===== src/rtl/serial_adder_ctrl.sv =====
// Bit-serial adder: streams two WIDTH-bit operands LSB-first through one
// full adder cell built from two half adders, with a registered carry.

module half_adder (
    input  logic x,
    input  logic y,
    output logic s,
    output logic c
);
    assign s = x ^ y;
    assign c = x & y;
endmodule

module full_adder_from_half (
    input  logic x,
    input  logic y,
    input  logic ci,
    output logic s,
    output logic co
);
    logic s1;
    logic c1;
    logic c2;

    half_adder u_ha0 (.x(x),  .y(y),  .s(s1), .c(c1));
    half_adder u_ha1 (.x(s1), .y(ci), .s(s),  .c(c2));

    assign co = c1 | c2;
endmodule

module serial_adder_ctrl #(
    parameter int WIDTH = 8
) (
    input  logic             clk,
    input  logic             rst_n,
    input  logic             start,
    input  logic [WIDTH-1:0] a,
    input  logic [WIDTH-1:0] b,
    input  logic             cin,
    output logic             busy,
    output logic             done,
    output logic [WIDTH-1:0] sum,
    output logic             cout
);
    localparam int CW = (WIDTH > 1) ? $clog2(WIDTH) : 1;

    typedef enum logic {
        IDLE = 1'b0,
        RUN  = 1'b1
    } state_t;

    state_t state_q;
    state_t state_d;

    logic [WIDTH-1:0] sa;
    logic [WIDTH-1:0] sb;
    logic [WIDTH-1:0] sr;
    logic [WIDTH-1:0] sr_nxt;
    logic             cy;
    logic [CW-1:0]    cnt;

    logic fa_s;
    logic fa_c;
    logic last;
    logic load;
    logic step;
    logic fin;

    full_adder_from_half u_fa (
        .x  (sa[0]),
        .y  (sb[0]),
        .ci (cy),
        .s  (fa_s),
        .co (fa_c)
    );

    assign last = (cnt == CW'(WIDTH - 1));

    // Next result image: current bit enters at the MSB end.
    generate
        if (WIDTH == 1) begin : g_one
            assign sr_nxt = fa_s;
        end else begin : g_many
            assign sr_nxt = {fa_s, sr[WIDTH-1:1]};
        end
    endgenerate

    always_ff @(posedge clk or negedge rst_n) begin
        if (!rst_n) begin
            state_q <= IDLE;
        end else begin
            state_q <= state_d;
        end
    end

    always_comb begin
        state_d = state_q;
        unique case (state_q)
            IDLE: if (start) state_d = RUN;
            RUN:  if (last)  state_d = IDLE;
            default: state_d = IDLE;
        endcase
    end

    always_comb begin
        busy = 1'b0;
        load = 1'b0;
        step = 1'b0;
        fin  = 1'b0;
        unique case (state_q)
            IDLE: load = start;
            RUN: begin
                busy = 1'b1;
                step = 1'b1;
                fin  = last;
            end
            default: ;
        endcase
    end

    always_ff @(posedge clk or negedge rst_n) begin
        if (!rst_n) begin
            sa  <= '0;
            sb  <= '0;
            sr  <= '0;
            cy  <= 1'b0;
            cnt <= '0;
        end else if (load) begin
            sa  <= a;
            sb  <= b;
            cy  <= cin;
            cnt <= '0;
        end else if (step) begin
            sa  <= sa >> 1;
            sb  <= sb >> 1;
            sr  <= sr_nxt;
            cy  <= fa_c;
            cnt <= cnt + CW'(1);
        end
    end

    always_ff @(posedge clk or negedge rst_n) begin
        if (!rst_n) begin
            sum  <= '0;
            cout <= 1'b0;
            done <= 1'b0;
        end else begin
            done <= fin;
            if (fin) begin
                sum  <= sr_nxt;
                cout <= fa_c;
            end
        end
    end
endmodule


===== config.mk =====
export PLATFORM = sky130hd
export DESIGN_NAME = serial_adder_ctrl
export DESIGN_NICKNAME = d
export VERILOG_FILES = /design/src/rtl/serial_adder_ctrl.sv
export SDC_FILE = /design/constraint.sdc
export NUM_CORES = 1
export LEC_CHECK = 0
export CORE_MARGIN = 2
export CORE_UTILIZATION = 30
export CTS_CLUSTER_SIZE = 12
export DETAILED_ROUTE_END_ITERATION = 10
export HOLD_SLACK_MARGIN = 0.15
export PLACE_DENSITY = 0.63
export RECOVER_POWER = 50
export SYNTH_ARGS = -nofsm -noshare
export SYNTH_HDL_FRONTEND = slang
export SYNTH_SLANG_ARGS = --single-unit

===== constraint.sdc =====
create_clock -name clk -period 1.6 [get_ports clk]
set_input_delay 0.32 -clock clk [delete_from_list [all_inputs] [get_ports clk]]
set_output_delay 0.32 -clock clk [all_outputs]
set_load 0.03 [all_outputs]

==> out/results.txt, run 1 <==
Row Count - 27
die area - 6160 um2
DRC violations left - 0
status - finished, final reports clean
hold depth - 2
Seq/Total Area, Yosys - 0.571
Crit path largest cell delay - 0.40 ns
Core Region - 5440 um2
worst slew pin tran - 0.548 ns
Slowest cell on crit path - dfrtp_1
Synth Warn # - 0
Period Utilization, post-route - 0.904
fin. max-slew vios - 0
vias in the first global route - 1,046
Worst path top cell family by delay - adder cells
number of port buffers - 30
Mapped Nets - 143
CP Cell Sequence - ha_1, ha_1, nand2_8, mux2_4
Leak - 1.04 nW
crit path max fanout - 10
global route overflow - 0
clock sinks - 38
final WL - 2700 um
initial DRC count - 35
flops & latches, synth - 38
Layout Skew - 0.00229 ns
Syn Inst Count - 120
Bufs and invs on worst path - 0
pwr/cell area - 1770 nW/um2
Worst Slack Setup Final - 0.154 ns
H-Tree Depth - 2
reg-to-reg startpoint - cnt[0]
first drt pass iteration count - 2
wire per inst - 12.0 um
Layout area overhead - 26.8%
DPL Wire Length - 1990 um
Synth cell types - 18
Slew HR - 0.635
Fin. Hold Viols - 0
clk root buf - clkbuf_8
first-pass GRT wire length - 4710 um
Hold Crit Start - sb[1]
Setup Total Neg Slack - 0 ns
CTS tree - yes
final setup vio count - 0
Reg-to-Reg End - cout
Worst Hold End - sb[0]
DP Worst Slack - 0.125 ns
Crit Path Class - flop to flop
vias per inst - 4.40
MaxCap Viol Count - 0
Tot GR Track Use - 0.102
r2r worst-path depth - 4
worst endpoint required time - 1.77 ns
clk buf depth - 2
Die Ht - 78.5 um
starting density of the core - 0.306
startpoint types - flop
placer congestion estimate - 0.661
antenna-violating nets left - 0
critical path arrival - 1.62 ns
TritonCTS buffer count - 5
worst hold path type - flop to flop
n_diodes - 0
minimum clock period - 1.45 ns
Achievable Freq - 0.692 GHz
# Post-CTS Setup Buffers - 0
DIE WIDTH - 78.5 um
CTS clk-pin slew, worst paths - 0.07 ns
maximum VDD drop - 617 uV
Mapped Avg Cell Area - 13.9 um2
Mapped Area - 1660 um2
num ports - 31
reg-to-reg slack, setup - 0.15 ns
clk_lat worst skew - 0.28 ns
crit end category - flop
via count - 994
RSZ-0062 raised after global routing - no
share of cells above drive strength 1 - 0.195
initial antenna violation count - 0
nets@finish - 178
cell mode on critical path - ha_1
pin count of the biggest net entering global routing - 23
[repair_timing]
action,in CTS,in global routing
gates resized for setup,10,0
hold buffers,1,0
setup endpoints to repair,10,0
endpoints found under the hold margin,19,0
[cells in the final DEF, fill, tap and decap left out, types with 4 or more instances in the layout]
cell | Yosys | final
dfrtp_1 | 38 | 38
clkdlybuf4s50_1 | 0 | 18
mux2i_1 | 17 | 17
nand2_1 | 15 | 15
mux2_4 | 13 | 13
dlygate4sd2_1 | 0 | 10
o21ai_1 | 8 | 8
o21ai_0 | 7 | 7
clkbuf_8 | 0 | 6
mux2_2 | 4 | 4
[power by group]
part	total, mW	switching [mW]	internal (mW)	leakage (nW)
registers	1.61	0.252	1.36	0.489
clock network	0.635	0.303	0.332	0.0431
logic	1.49	0.697	0.797	0.506
total	3.74	1.25	2.49	1.04
[area by class of cell]
| class | count | area [um2] |
|---|---|---|
| clock buffers | 6 | 82.6 |
| flip-flops and latches | 38 | 951 |
| multi-input cells | 74 | 641 |
| well taps | 72 | 90.1 |
| fillers | 519 | 3330 |
| inverters | 1 | 3.75 |
| repair buffers | 35 | 343 |
[registers in the layout, indices dropped and copies added, names as in the netlist]
register / flops
cout: 1
state_q: 1
sr: 7
sb: 8
sum: 8
cy: 1
done: 1
sa: 8
cnt: 3
[Yosys cell counts, drive strengths merged]
cell     n  share of area
clkbuf   1         0.0030
fa       1          0.012
ha       2          0.015
mux2    17           0.14
o21ai   15          0.045
inv      1         0.0023
a21oi    1         0.0030
nor2     3         0.0068
mux2i   17           0.10
nand2   16          0.046
dfrtp   38           0.57
a22o     2          0.011
buf      6          0.038
[worst max-delay path by stage]
stage	end	start	cells past startpoint
2_1_floorplan	cout	cnt[0]	4
3_3_place_gp	sb[0]	start	4
3_5_place_dp	sb[2]	start	4
4_1_cts	cout	cnt[0]	4
5_1_grt	sb[3]	start	4
6_report	cout	cnt[0]	4
[worst reg2reg max path, delay by kind of cell, from the launching register on]
kind | cells | cell delay, ns
adder cells (fa/ha/maj) | 2 | 0.47
flip-flops | 1 | 0.40
multiplexers | 1 | 0.31
AND/OR/NAND/NOR | 1 | 0.16
[layer usage]
layer	routed length [um]	up-vias	GRT usage
li1	-	485	-
met1	1260	473	0.126
met2	1230	29	0.155
met3	146	7	0.0333
met4	66	0	0.0632
met5	0	-	0
[metrics by stage]
step	cells	hold WS (ns)	power, mW	instance area, um2	util
3_5_place_dp	219	0.299	3.24	2050	0.376
6_report	226	0.490	3.74	2110	0.388
2_1_floorplan	120	0.0244	2.76	1660	-
4_1_cts	226	0.490	3.81	2130	0.391
5_1_grt	226	0.525	4.01	2110	0.388
3_3_place_gp	219	0.286	3.17	2050	0.376
[logic make-up (layout without fill, tap and decap cells)]
kind of cell               Yosys count  count (layout)  synth area share
DFF                                 38              38             0.571
muxes                               34              34             0.247
and+or+nand+nor                     19              19            0.0526
AOI/OAI and AO/OA                   18              18            0.0586
buffers and inverters                8              42            0.0436
adders and majority gates            3               3            0.0271
(Power assumes the default switching activity.)
==> run 2, diff against run 1 <==
--- a/config.mk
+++ b/config.mk
@@ -5,12 +5,14 @@
 export SDC_FILE = /design/constraint.sdc
 export NUM_CORES = 1
 export LEC_CHECK = 0
+export CELL_PAD_IN_SITES_DETAIL_PLACEMENT = 1
+export CELL_PAD_IN_SITES_GLOBAL_PLACEMENT = 1
 export CORE_MARGIN = 2
 export CORE_UTILIZATION = 30
 export CTS_CLUSTER_SIZE = 12
 export DETAILED_ROUTE_END_ITERATION = 10
 export HOLD_SLACK_MARGIN = 0.15
-export PLACE_DENSITY = 0.63
+export PLACE_DENSITY = 0.72
 export RECOVER_POWER = 50
 export SYNTH_ARGS = -nofsm -noshare
 export SYNTH_HDL_FRONTEND = slang
==> run 2 against run 1 <==
  * Clock skew hardly changed
  * Fmax hardly changed
  * Die area stayed put
  * Critical path type unchanged
  * Clock power is 55% higher
  * Sequential cell count stayed put
  * Register-to-register slack hardly changed
  * Highest routed layer unchanged
  * Sequential share of layout area is 0.99 points lower
  * Sequential power hardly changed
  * Non-clock buffer count is 1 higher
  * First-iteration DRC count is 26% lower
  * Final cell count is 1.3% higher
  * Wire length is 16% higher
  * Largest power group unchanged
==> out/results.txt, run 2 (synthesis results as in run 1) <==
status - finished, final reports clean
startpoint types - flop
die area - 6160 um2
Achievable Freq - 0.691 GHz
Fin. Hold Viols - 0
Leak - 1.06 nW
Setup Total Neg Slack - 0 ns
DPL Wire Length - 2360 um
vias per inst - 4.43
Layout area overhead - 29.7%
number of port buffers - 30
starting density of the core - 0.306
vias in the first global route - 1,117
clk root buf - clkbuf_8
Slew HR - 0.451
nets@finish - 179
CTS clk-pin slew, worst paths - 0.07 ns
Cell Area, Placed - 2040 um2
MaxCap Viol Count - 0
final core occ - 0.397
total power - 4.09 mW
maximum VDD drop - 561 uV
CTS tree - yes
H-Tree Depth - 2
share of cells above drive strength 1 - 0.197
worst hold path type - flop to flop
top flop regs - sa x8, sb x8, sum x8
DIE WIDTH - 78.5 um
first drt pass iteration count - 3
DRC violations left - 0
dpl cells - 220
clock sinks - 38
clk buf depth - 2
minimum clock period - 1.45 ns
register area - 951 um2
non-filler cells in the finished layout - 229
num ports - 31
worst slew pin tran - 0.824 ns
Period Utilization, post-route - 0.904
antenna-violating nets left - 0
Core Region - 5440 um2
pwr/cell area - 1900 nW/um2
global route overflow - 0
via count - 1,014
critical path arrival - 1.61 ns
area of the multi-input gates - 633 um2
placer congestion estimate - 0.730
initial antenna violation count - 0
DP Worst Slack - 0.0685 ns
worst endpoint required time - 1.76 ns
TritonCTS buffer count - 5
number of fill cells - 577
n_diodes - 0
Tot GR Track Use - 0.111
first-pass GRT wire length - 5250 um
Die Ht - 78.5 um
Row Count - 27
fin. max-slew vios - 0
final setup vio count - 0
Crit Path Class - flop to flop
final WL - 3140 um
pin count of the biggest net entering global routing - 39
commonest non-fill, non-tap cells in the layout - dfrtp_1, clkdlybuf4s50_1, mux2i_1, nand2_1, mux2_4
crit path max fanout - 10
commonest non-fill, non-tap cell in the layout - dfrtp_1
clk_lat worst skew - 0.28 ns
crit end category - flop
worst hold margin - 0.491 ns
post-route cell area - 2160 um2
RSZ-0062 raised after global routing - no
Layout Skew - 0.00231 ns
wire per inst - 13.7 um
initial DRC count - 26
Worst Slack Setup Final - 0.153 ns
-- run 2: cell count changes in the layout (fill, tap and decap cells not counted) --
cell	previous run	this run
buf_12	2	1
buf_2	0	2
mux2_4	13	11
mux2_1	0	2
bufinv_16	0	2
clkbuf_2	2	0
buf_4	2	4
-- run 2: area by class of cell --
type | instances | share of cell area
flip-flops and latches | 38 | 0.441
multi-input cells | 74 | 0.293
repair buffers | 36 | 0.157
well taps | 72 | 0.0417
clock buffers | 6 | 0.0383
clock inverters | 2 | 0.0278
inverters | 1 | 0.00174
-- run 2: where the power goes --
group          internal (mW)  switching, mW  total, mW
registers               1.36          0.241       1.60
logic                  0.748          0.763       1.51
clock network          0.665          0.317      0.982
total                   2.77           1.32       4.09
-- run 2: path summary, 6_finish.rpt --
kind	slack, ns	end	from	depth (start not counted)
worst max-delay path	0.15	sum[5]	cnt[0]	4
worst min-delay path	0.49	sb[1]	sb[2]	2
min in group asynchronous	0.76	sr[5]	rst_n	3
worst max register to register	0.15	sum[5]	cnt[0]	4
worst min register to register	0.49	sb[1]	sb[2]	2
max in group asynchronous	0.33	sb[7]	rst_n	3
-- run 2: critical path, stage by stage, from the launching register on --
cell,delay [ns]
dfrtp_1,0.39
ha_1,0.20
ha_1,0.26
nand2_8,0.16
mux2_4,0.31
-- run 2: what timing repair did --
action                                 4_1_cts  5_1_grt
setup endpoints to repair                   10        0
setup buffers                                0        0
endpoints found under the hold margin       38        0
hold buffers                                 1        0
resized for setup                           10        0
-- run 2: layer usage --
layer	up-vias	GRT usage	routed length, um
met5	-	0	0
met4	0	0.0316	9
met3	2	0.0368	159
met2	27	0.196	1640
met1	501	0.128	1330
li1	484	-	-
